<file path="config.mk">
export PLATFORM = sky130hd
export DESIGN_NAME = datapath_pipe_flat
export DESIGN_NICKNAME = d
export VERILOG_FILES = /design/src/rtl/datapath_pipe_if.sv /design/src/rtl/datapath_pipe.sv /design/src/flat_wrapper.sv
export SDC_FILE = /design/constraint.sdc
export NUM_CORES = 1
export LEC_CHECK = 0
export BUFFER_PORTS_ARGS = -buffer_cell sky130_fd_sc_hd__buf_2
export CORE_ASPECT_RATIO = 1.5
export CORE_MARGIN = 2
export CORE_UTILIZATION = 45
export CTS_CLUSTER_SIZE = 20
export DETAILED_ROUTE_END_ITERATION = 10
export SYNTH_ARGS = -nofsm -noshare
export SYNTH_HDL_FRONTEND = slang
export SYNTH_SLANG_ARGS = --single-unit
</file>
<file path="constraint.sdc">
create_clock -name clk -period 5.61 [get_ports clk]
set_clock_uncertainty 0.2 [all_clocks]
set_input_delay 0.561 -clock clk [delete_from_list [all_inputs] [get_ports clk]]
set_output_delay 0.561 -clock clk [all_outputs]
set_load 0.05 [all_outputs]
</file>
<file path="src/rtl/datapath_pipe_if.sv">
// Control-word and result bundle between the sequencer and datapath_pipe.
// The sequencer takes the master side and the datapath takes the slave side.
interface datapath_pipe_if #(
  parameter int unsigned N = 8,
  parameter int unsigned R = 8
);
  localparam int unsigned AW = $clog2(R);

  logic          ctrl_valid;
  logic [3:0]    fs;
  logic [AW-1:0] a_sel;
  logic [AW-1:0] b_sel;
  logic [AW-1:0] d_sel;
  logic          mb_s;
  logic          md_s;
  logic          wr_en;
  logic [N-1:0]  data_in;
  logic [N-1:0]  const_in;
  logic [N-1:0]  data_out;
  logic [N-1:0]  adrs_out;
  logic          out_valid;
  logic [3:0]    state_flags;

  modport master (
    output ctrl_valid, fs, a_sel, b_sel, d_sel, mb_s, md_s, wr_en, data_in, const_in,
    input  data_out, adrs_out, out_valid, state_flags
  );

  modport slave (
    input  ctrl_valid, fs, a_sel, b_sel, d_sel, mb_s, md_s, wr_en, data_in, const_in,
    output data_out, adrs_out, out_valid, state_flags
  );
endinterface

</file>
<file path="src/rtl/datapath_pipe.sv">
// Two-stage (RD/EX) register-file datapath with a 16-function ALU, Z/N/C/V flags
// and an EX-to-RD bypass so dependent control words issue back to back.
module datapath_pipe #(
  parameter int unsigned N = 8,
  parameter int unsigned R = 8
) (
  input logic            clk,
  input logic            rst,
  datapath_pipe_if.slave bus
);
  localparam int unsigned AW = $clog2(R);
  localparam int unsigned NW = N + 1;

  logic [N-1:0]  rf [R];

  logic          ex_valid;
  logic [3:0]    ex_fs;
  logic [AW-1:0] ex_d;
  logic          ex_md;
  logic          ex_wr;
  logic [N-1:0]  ex_a;
  logic [N-1:0]  ex_b;
  logic [N-1:0]  ex_din;
  logic [3:0]    flags_q;

  logic [N-1:0]  y_c;
  logic          cin_c;
  logic [N:0]    sum_c;
  logic [N-1:0]  f_c;
  logic          c_c;
  logic          v_c;
  logic [N-1:0]  wb_c;
  logic          we_c;
  logic [N-1:0]  rd_a_c;
  logic [N-1:0]  rd_b_c;

  // Adder operand selection for the arithmetic group (fs 0-7)
  always_comb begin
    y_c   = '0;
    cin_c = 1'b0;
    case (ex_fs[2:0])
      3'd1: cin_c = 1'b1;
      3'd2: y_c = ex_b;
      3'd3: begin y_c = ex_b;  cin_c = 1'b1; end
      3'd4: y_c = ~ex_b;
      3'd5: begin y_c = ~ex_b; cin_c = 1'b1; end
      3'd6: y_c = '1;
      default: ;
    endcase
    sum_c = {1'b0, ex_a} + {1'b0, y_c} + NW'(cin_c);
  end

  // Function unit result and carry/overflow
  always_comb begin
    f_c = sum_c[N-1:0];
    c_c = 1'b0;
    v_c = 1'b0;
    case (ex_fs)
      4'd0, 4'd7: f_c = ex_a;
      4'd1, 4'd2, 4'd3, 4'd4, 4'd5, 4'd6: begin
        c_c = sum_c[N];
        v_c = (ex_a[N-1] == y_c[N-1]) && (sum_c[N-1] != ex_a[N-1]);
      end
      4'd8:  f_c = ex_a & ex_b;
      4'd9:  f_c = ex_a | ex_b;
      4'd10: f_c = ex_a ^ ex_b;
      4'd11: f_c = ~ex_a;
      4'd13: begin f_c = {1'b0, ex_b[N-1:1]}; c_c = ex_b[0];   end
      4'd14: begin f_c = {ex_b[N-2:0], 1'b0}; c_c = ex_b[N-1]; end
      default: f_c = ex_b;
    endcase
  end

  // Write-back value doubles as the bypass source for the RD stage
  always_comb begin
    wb_c   = ex_md ? ex_din : f_c;
    we_c   = ex_valid && ex_wr;
    rd_a_c = (we_c && (ex_d == bus.a_sel)) ? wb_c : rf[bus.a_sel];
    if (bus.mb_s)
      rd_b_c = bus.const_in;
    else
      rd_b_c = (we_c && (ex_d == bus.b_sel)) ? wb_c : rf[bus.b_sel];
  end

  always_ff @(posedge clk or posedge rst) begin
    if (rst) begin
      for (int i = 0; i < int'(R); i++) rf[i] <= '0;
      ex_valid <= 1'b0;
      ex_fs    <= '0;
      ex_d     <= '0;
      ex_md    <= 1'b0;
      ex_wr    <= 1'b0;
      ex_a     <= '0;
      ex_b     <= '0;
      ex_din   <= '0;
      flags_q  <= '0;
    end else begin
      ex_valid <= bus.ctrl_valid;
      // Operand registers hold across bubbles so data_out/adrs_out keep their value
      if (bus.ctrl_valid) begin
        ex_fs  <= bus.fs;
        ex_d   <= bus.d_sel;
        ex_md  <= bus.md_s;
        ex_wr  <= bus.wr_en;
        ex_a   <= rd_a_c;
        ex_b   <= rd_b_c;
        ex_din <= bus.data_in;
      end
      if (we_c) rf[ex_d] <= wb_c;
      if (ex_valid && !ex_md) flags_q <= {f_c == '0, f_c[N-1], c_c, v_c};
    end
  end

  assign bus.data_out    = ex_b;
  assign bus.adrs_out    = ex_a;
  assign bus.out_valid   = ex_valid;
  assign bus.state_flags = flags_q;
endmodule

</file>
<file path="src/flat_wrapper.sv">
// flat-port wrapper written by rule: the top's interface ports become plain ports
module datapath_pipe_flat 
#(
  parameter int unsigned N = 8,
  parameter int unsigned R = 8
)
  (clk, rst, bus_ctrl_valid, bus_fs, bus_a_sel, bus_b_sel, bus_d_sel, bus_mb_s, bus_md_s, bus_wr_en, bus_data_in, bus_const_in, bus_data_out, bus_adrs_out, bus_out_valid, bus_state_flags);
  datapath_pipe_if #(.N(N), .R(R)) bus_i ();
  input logic clk;
  input logic rst;
  input wire logic [$bits(bus_i.ctrl_valid)-1:0] bus_ctrl_valid;
  input wire logic [$bits(bus_i.fs)-1:0] bus_fs;
  input wire logic [$bits(bus_i.a_sel)-1:0] bus_a_sel;
  input wire logic [$bits(bus_i.b_sel)-1:0] bus_b_sel;
  input wire logic [$bits(bus_i.d_sel)-1:0] bus_d_sel;
  input wire logic [$bits(bus_i.mb_s)-1:0] bus_mb_s;
  input wire logic [$bits(bus_i.md_s)-1:0] bus_md_s;
  input wire logic [$bits(bus_i.wr_en)-1:0] bus_wr_en;
  input wire logic [$bits(bus_i.data_in)-1:0] bus_data_in;
  input wire logic [$bits(bus_i.const_in)-1:0] bus_const_in;
  output wire logic [$bits(bus_i.data_out)-1:0] bus_data_out;
  output wire logic [$bits(bus_i.adrs_out)-1:0] bus_adrs_out;
  output wire logic [$bits(bus_i.out_valid)-1:0] bus_out_valid;
  output wire logic [$bits(bus_i.state_flags)-1:0] bus_state_flags;
  assign bus_i.ctrl_valid = bus_ctrl_valid;
  assign bus_i.fs = bus_fs;
  assign bus_i.a_sel = bus_a_sel;
  assign bus_i.b_sel = bus_b_sel;
  assign bus_i.d_sel = bus_d_sel;
  assign bus_i.mb_s = bus_mb_s;
  assign bus_i.md_s = bus_md_s;
  assign bus_i.wr_en = bus_wr_en;
  assign bus_i.data_in = bus_data_in;
  assign bus_i.const_in = bus_const_in;
  assign bus_data_out = bus_i.data_out;
  assign bus_adrs_out = bus_i.adrs_out;
  assign bus_out_valid = bus_i.out_valid;
  assign bus_state_flags = bus_i.state_flags;
  datapath_pipe #(.N(N), .R(R)) u_core (.clk(clk), .rst(rst), .bus(bus_i));
endmodule
</file>
==> results of run 1 <==
## flip-flops by register name, indices dropped and copies added (netlist names)
signal                  count
u_core.bus.adrs_out         8
u_core.bus.data_out         8
u_core.bus.out_valid        1
u_core.bus.state_flags      4
u_core.ex_d                 3
u_core.ex_din               8
u_core.ex_fs                4
u_core.ex_md                1
u_core.ex_wr                1
u_core.rf                  64
## stage by stage
stage	utilization [%]	power, mW	hold slack (ps)
3_3_place_gp	48.3	2.67	266
6_report	50.2	3.35	55.9
3_5_place_dp	48.3	2.74	268
5_1_grt	50.2	3.58	109
4_1_cts	50.2	3.36	86.3
2_1_floorplan	-	2.34	262
## cells by family after synthesis
logic type,count (synthesis),synth area share [%]
mux,111,24.0
compound gates,152,14.9
xor+xnor,8,1.06
fa+ha+maj,25,4.95
buf+inv,79,4.82
flops,102,38.6
simple gates,162,11.7
## routing by layer
| layer | global-route usage, % | up-vias |
|---|---|---|
| met5 | 0 | - |
| met4 | 10.3 | 0 |
| met3 | 3.62 | 36 |
| met2 | 43.3 | 156 |
| met1 | 31.3 | 2611 |
| li1 | - | 2395 |
## synthesized netlist by cell type, drive strengths merged (12+ instances only)
cell and number:
a21oi 41, buf 16, clkbuf 32, dfrtp 102
ha 23, inv 29, mux2 61, mux2i 18
mux4 32, nand2 49, nand2b 12, nand3 14
nor2 42, o21ai 37
## area by class of cell
cell class | count | share of cell area [%]
clock inverter | 3 | 0.637
timing repair buffer | 61 | 4.41
inverter | 31 | 1.64
multi-input combinational | 458 | 51.6
tap | 196 | 3.38
sequential | 102 | 35.1
clock buffer | 11 | 3.20
## how the worst max path moves through the flow
stage                                     start                                 end  slack (ps)  cells past startpoint
floorplan           u_core.ex_fs[2]$_DFFE_PP0P_  u_core.bus.data_out[2]$_DFFE_PP0P_        2020                     15
global placement    u_core.ex_fs[1]$_DFFE_PP0P_  u_core.bus.adrs_out[6]$_DFFE_PP0P_        1420                     12
detailed placement  u_core.ex_fs[1]$_DFFE_PP0P_  u_core.bus.adrs_out[6]$_DFFE_PP0P_        1310                     12
CTS                 u_core.ex_fs[1]$_DFFE_PP0P_  u_core.bus.adrs_out[6]$_DFFE_PP0P_        1290                     12
global route        u_core.ex_fs[1]$_DFFE_PP0P_           u_core.rf[28]$_DFFE_PP0P_         910                     12
finish              u_core.ex_fs[1]$_DFFE_PP0P_  u_core.bus.adrs_out[6]$_DFFE_PP0P_        1250                     12
## placed cells by master, fill, tap and decap left out, types with 9 or more instances in the layout
| cell | instances |
|---|---|
| nor2b_1 | 9 |
| inv_1 | 28 |
| o21ai_0 | 34 |
| buf_2 | 55 |
| nand3_1 | 14 |
| dfrtp_1 | 102 |
| mux2i_1 | 18 |
| mux2_2 | 60 |
| nor2_1 | 42 |
| ha_1 | 23 |
| o211ai_1 | 11 |
| a211oi_1 | 10 |
| clkbuf_16 | 9 |
| nand2b_1 | 12 |
| mux4_2 | 32 |
| a21oi_1 | 41 |
| nor3_1 | 11 |
| nand2_1 | 49 |
## power by group through the flow
stage	logic, mW	registers (mW)	clock network (mW)
after detailed placement	1.44	1.30	0
after global routing	1.59	1.33	0.659
after floorplan	0.995	1.35	0
final	1.44	1.29	0.616
after CTS	1.45	1.28	0.629
after global placement	1.41	1.26	0
==> flow_metrics.tcl, run 1 <==
set metrics [dict create \
    outcome "completed" \
    synth_fp_nets 699 \
    antenna_left 0 \
    grt_pass1_wl_mm 29.8 \
    synth-edff-count 0 \
    stdcell_area_um2 7260 \
    drtIter0Drc 278 \
    grt-ovfl-total 0 \
    final-setup-viol-count 0 \
    dieArea_um2 15700 \
    final.setup.tns_ps 0 \
    cts_tree "done" \
    slew_headroom_pct 22.2 \
    synthArstFlopShare_pct 100 \
    switching_share_pct 39.5 \
    clock_latency_ps 350 \
    peakVddDrop_mv 0.236 \
    start_kind "flop" \
    io_buffers 55 \
    nFillCells 1373 \
    dp_cells 848 \
    wl_per_cell_um 21.5 \
    wl_met2_mm 9.90 \
    seq_area_um2 2550 \
    htree_num_levels 3 \
    dpl_worst_slack_ps 1310 \
    wl_mm 18.6 \
    num-nets-final 723 \
    crit_chain "and3_1 > a211oi_1 > fa_1 > inv_1 > fa_1 > nor2b_1 > o31ai_1 > a2111o_1 > o221ai_1 > mux2_2 > o211ai_1 > o21ai_0" \
    via_per_inst 6.03 \
    p_clk_share_pct 18.4 \
    slew_violations 0 \
    p_seq_share_pct 38.5 \
    path_delay_family "compound AO/OA/AOI/OAI gates" \
    yosysTopAreaCell "dfrtp_1" \
    slowest_stage "dfrtp_1" \
    pin_count 56 \
    finalHoldViolations 0 \
    synth_area_leaders "dfrtp_1, mux4_2, mux2_2, ha_1, a21oi_1" \
    setup_ws_ps 1250 \
    clock-sinks 102 \
    ys_warn_count 0 \
    post_synth_inst_count 639 \
    antenna_found_initial 0 \
    worstSetupPathType "flop to flop" \
    route.vias.total 5198 \
    fp-row-count 54 \
    crit_path_end_kind "flop" \
    syn-cell-area_um2 6620 \
    avgSynthCellArea_um2 10.4 \
    top_layer "met4" \
    r2r-end "u_core.bus.adrs_out[6]$_DFFE_PP0P_" \
    cts_setup_buffers 0 \
    synth-seq-cells 102 \
    synth-main-ff-cell "dfrtp_1" \
    ctsHoldBuffers 0 \
    min_path_type "input pin to asynchronous set/reset pin" \
    numCtsBuffers 9 \
    root_buffer "clkbuf_16" \
    initial_core_util_pct 45.8 \
    stdcell_count 862 \
    arrival_ps 4370 \
    yosysTopAreaCellShare_pct 38.6 \
    ys_seq_area_share_pct 38.6 \
    tightest_slew_ps 1160 \
    cp.required_ps 5620 \
    final.min_clock_period_ps 4360 \
    track_usage_pct 25.2 \
    dr_wl_met3_um 903 \
    gp_congestion 0.941 \
    r2r_slack_ps 1250 \
    drive_above_1_share_pct 26.0 \
    period_share_pct 77.7 \
    cp_slowest_stage_delay_ps 840 \
    dr.pass1.iters 5 \
    placed_cell_area_um2 6980 \
    r2r_cells 12 \
    r2r_start "u_core.ex_fs[1]$_DFFE_PP0P_" \
    crit_fanout 24 \
    switchingPower_mw 1.32 \
    die-height_um 153 \
    clk_pin_slew_ps 70 \
    grt_pass1_vias 5328 \
    drc_errors 0 \
    fmax_ghz 0.229 \
    cts_resized 0 \
    p_per_area_nw_per_um2 461 \
    die_w_um 103 \
    crit_buf_inv 1 \
    p_int_mw 2.02 \
    rsz0062_at_grt "false" \
    grt_max_degree 60 \
    antennaDiodeCount 0 \
    multiInputGateArea_um2 3750 \
    hpwl_mm 13.7 \
    ys_types 62 \
    total_leakage_power_nw 3.17 \
    cap_violations 0 \
    coreArea_um2 14500 \
    worst_path_most_repeated_cell "fa_1" \
    wirelength_met1_mm 7.05 \
    cts_max_path_buffers 2 \
    p_comb_share_pct 43.1 \
    syn_to_final_growth_pct 9.74 \
]
(Power assumes the default switching activity.)
==> run 2, diff against run 1 <==
Clock period 5.61 ns to 4.5 ns, I/O delays scaled along.
==> run 2 against run 1 <==
The flow now finishes with violations (design-rule violations). Sequential power up 22%. First-iteration DRC count up 37%. Total power increased by 24%. Setup slack got worse by 510 ps. Worst hold slack better by 45 ps. Critical endpoint is now u_core.bus.data_out[6]$_DFFE_PP0P_.
==> flow_metrics.tcl, run 2 (same netlist as run 1, synthesis figures left out) <==
set metrics [dict create \
    cts_setup_buffers 0 \
    grt_pass1_wl_mm 28.8 \
    wl_mm 18.5 \
    final_cell_mix "dfrtp_1, mux2_2, buf_2" \
    cts_tree "done" \
    track_usage_pct 24.3 \
    violations "design-rule violations" \
    dr.pass1.iters 9 \
    cts_resized 0 \
    final_common_cell "dfrtp_1" \
    cp.required_ps 4500 \
    antenna_found_initial 0 \
    period_share_pct 83.7 \
    ctsHoldBuffers 0 \
    dpl_worst_slack_ps 798 \
    initial_core_util_pct 45.8 \
    finalHoldViolations 0 \
    placed_cell_area_um2 7020 \
    gp_congestion 0.979 \
    slew_headroom_pct 19.5 \
    via_per_inst 6.01 \
    clk_pin_slew_ps 70 \
    arrival_ps 3760 \
    hpwl_mm 13.6 \
    root_buffer "clkbuf_16" \
    r2r_slack_ps 730 \
    min_path_type "input pin to asynchronous set/reset pin" \
    drtIter0Drc 380 \
    power.total_mw 4.16 \
    stdcell_count 869 \
    antenna_left 0 \
    io_buffers 55 \
    crit_fanout 21 \
    largest_register_ffs 64 \
    r2r_cells 14 \
    antennaDiodeCount 0 \
    htree_num_levels 3 \
    start_kind "flop" \
    final.setup.tns_ps 0 \
    cts_max_path_buffers 2 \
    grt_max_degree 73 \
    nFillCells 1347 \
    drive_above_1_share_pct 27.0 \
    stdcell_area_um2 7310 \
    clock_latency_ps 350 \
    fmax_ghz 0.266 \
    dieArea_um2 15700 \
    r2r-end "u_core.bus.data_out[6]$_DFFE_PP0P_" \
    die-height_um 153 \
    total_leakage_power_nw 3.20 \
    die_w_um 103 \
    fin_hold_ws_ps 101 \
    cap_violations 0 \
    slew_violations 0 \
    pin_count 56 \
    worstSetupPathType "flop to flop" \
    p_comb_share_pct 43.5 \
    p_per_area_nw_per_um2 568 \
    p_clk_share_pct 18.4 \
    grt_pass1_vias 5254 \
    fp-row-count 54 \
    drc_errors 1 \
    outcome "finished with violations" \
    num-nets-final 728 \
    final.min_clock_period_ps 3770 \
    r2r_start "u_core.ex_fs[1]$_DFFE_PP0P_" \
    clock-sinks 102 \
    p_seq_share_pct 38.1 \
    setup_ws_ps 734 \
    wl_per_cell_um 21.3 \
    route.vias.total 5227 \
    startpoint "u_core.ex_fs[1]$_DFFE_PP0P_" \
    crit_path_end_kind "flop" \
    grt-ovfl-total 0 \
    p_int_mw 2.48 \
    top_register "u_core.rf" \
    peakVddDrop_mv 0.253 \
    switching_share_pct 40.3 \
    syn_to_final_growth_pct 10.5 \
    numCtsBuffers 9 \
    switchingPower_mw 1.67 \
    dp_cells 853 \
    final-setup-viol-count 0 \
    coreArea_um2 14500 \
    rsz0062_at_grt "false" \
    tightest_slew_ps 1200 \
    final_util_pct 50.6 \
]
==> run 2: final cells by class <==
| type | instances | area, um2 | area share, % |
|---|---|---|---|
| clock buffer | 9 | 225 | 3.08 |
| sequential | 102 | 2550 | 34.9 |
| clock inverter | 7 | 65.1 | 0.890 |
| tap | 196 | 245 | 3.35 |
| inverter | 31 | 119 | 1.63 |
| timing repair buffer | 66 | 358 | 4.89 |
| multi-input combinational | 458 | 3750 | 51.2 |
==> run 2: critical path, stage by stage, from the launching register on <==
cell and delay [ps]:
dfrtp_1 410, buf_4 290, nand2_1 100, nand2_1 90, inv_1 60, fa_1 430
inv_1 100, fa_1 200, nor2b_1 80, o31ai_1 570, a2111o_1 250, o221ai_1 150
mux2_2 390, o21ai_0 200, o211ai_1 110
==> run 2: power by group through the flow <==
stage | sequential, mW | clock [mW] | combinational, mW
after floorplan | 1.68 | 0 | 1.24
after global placement | 1.55 | 0 | 1.75
after detailed placement | 1.60 | 0 | 1.80
after CTS | 1.58 | 0.782 | 1.81
after global routing | 1.63 | 0.818 | 1.96
final | 1.58 | 0.765 | 1.81
==> run 2: how the worst max path moves through the flow <==
stage	end	cells after the start
2_1_floorplan	u_core.bus.data_out[2]$_DFFE_PP0P_	15
3_3_place_gp	u_core.bus.adrs_out[4]$_DFFE_PP0P_	12
3_5_place_dp	u_core.bus.data_out[6]$_DFFE_PP0P_	14
4_1_cts	u_core.bus.data_out[6]$_DFFE_PP0P_	14
5_1_grt	u_core.bus.data_out[6]$_DFFE_PP0P_	14
6_report	u_core.bus.data_out[6]$_DFFE_PP0P_	14
==> run 2: metal layers <==
layer	part of all wire (%)	track usage, %	wire length, um	up-vias
li1	-	-	-	2409
met1	38	28.6	7020	2613
met2	55	43.4	10200	168
met3	3.8	2.98	703	37
met4	3.1	10.2	571	0
met5	0	0	0	-
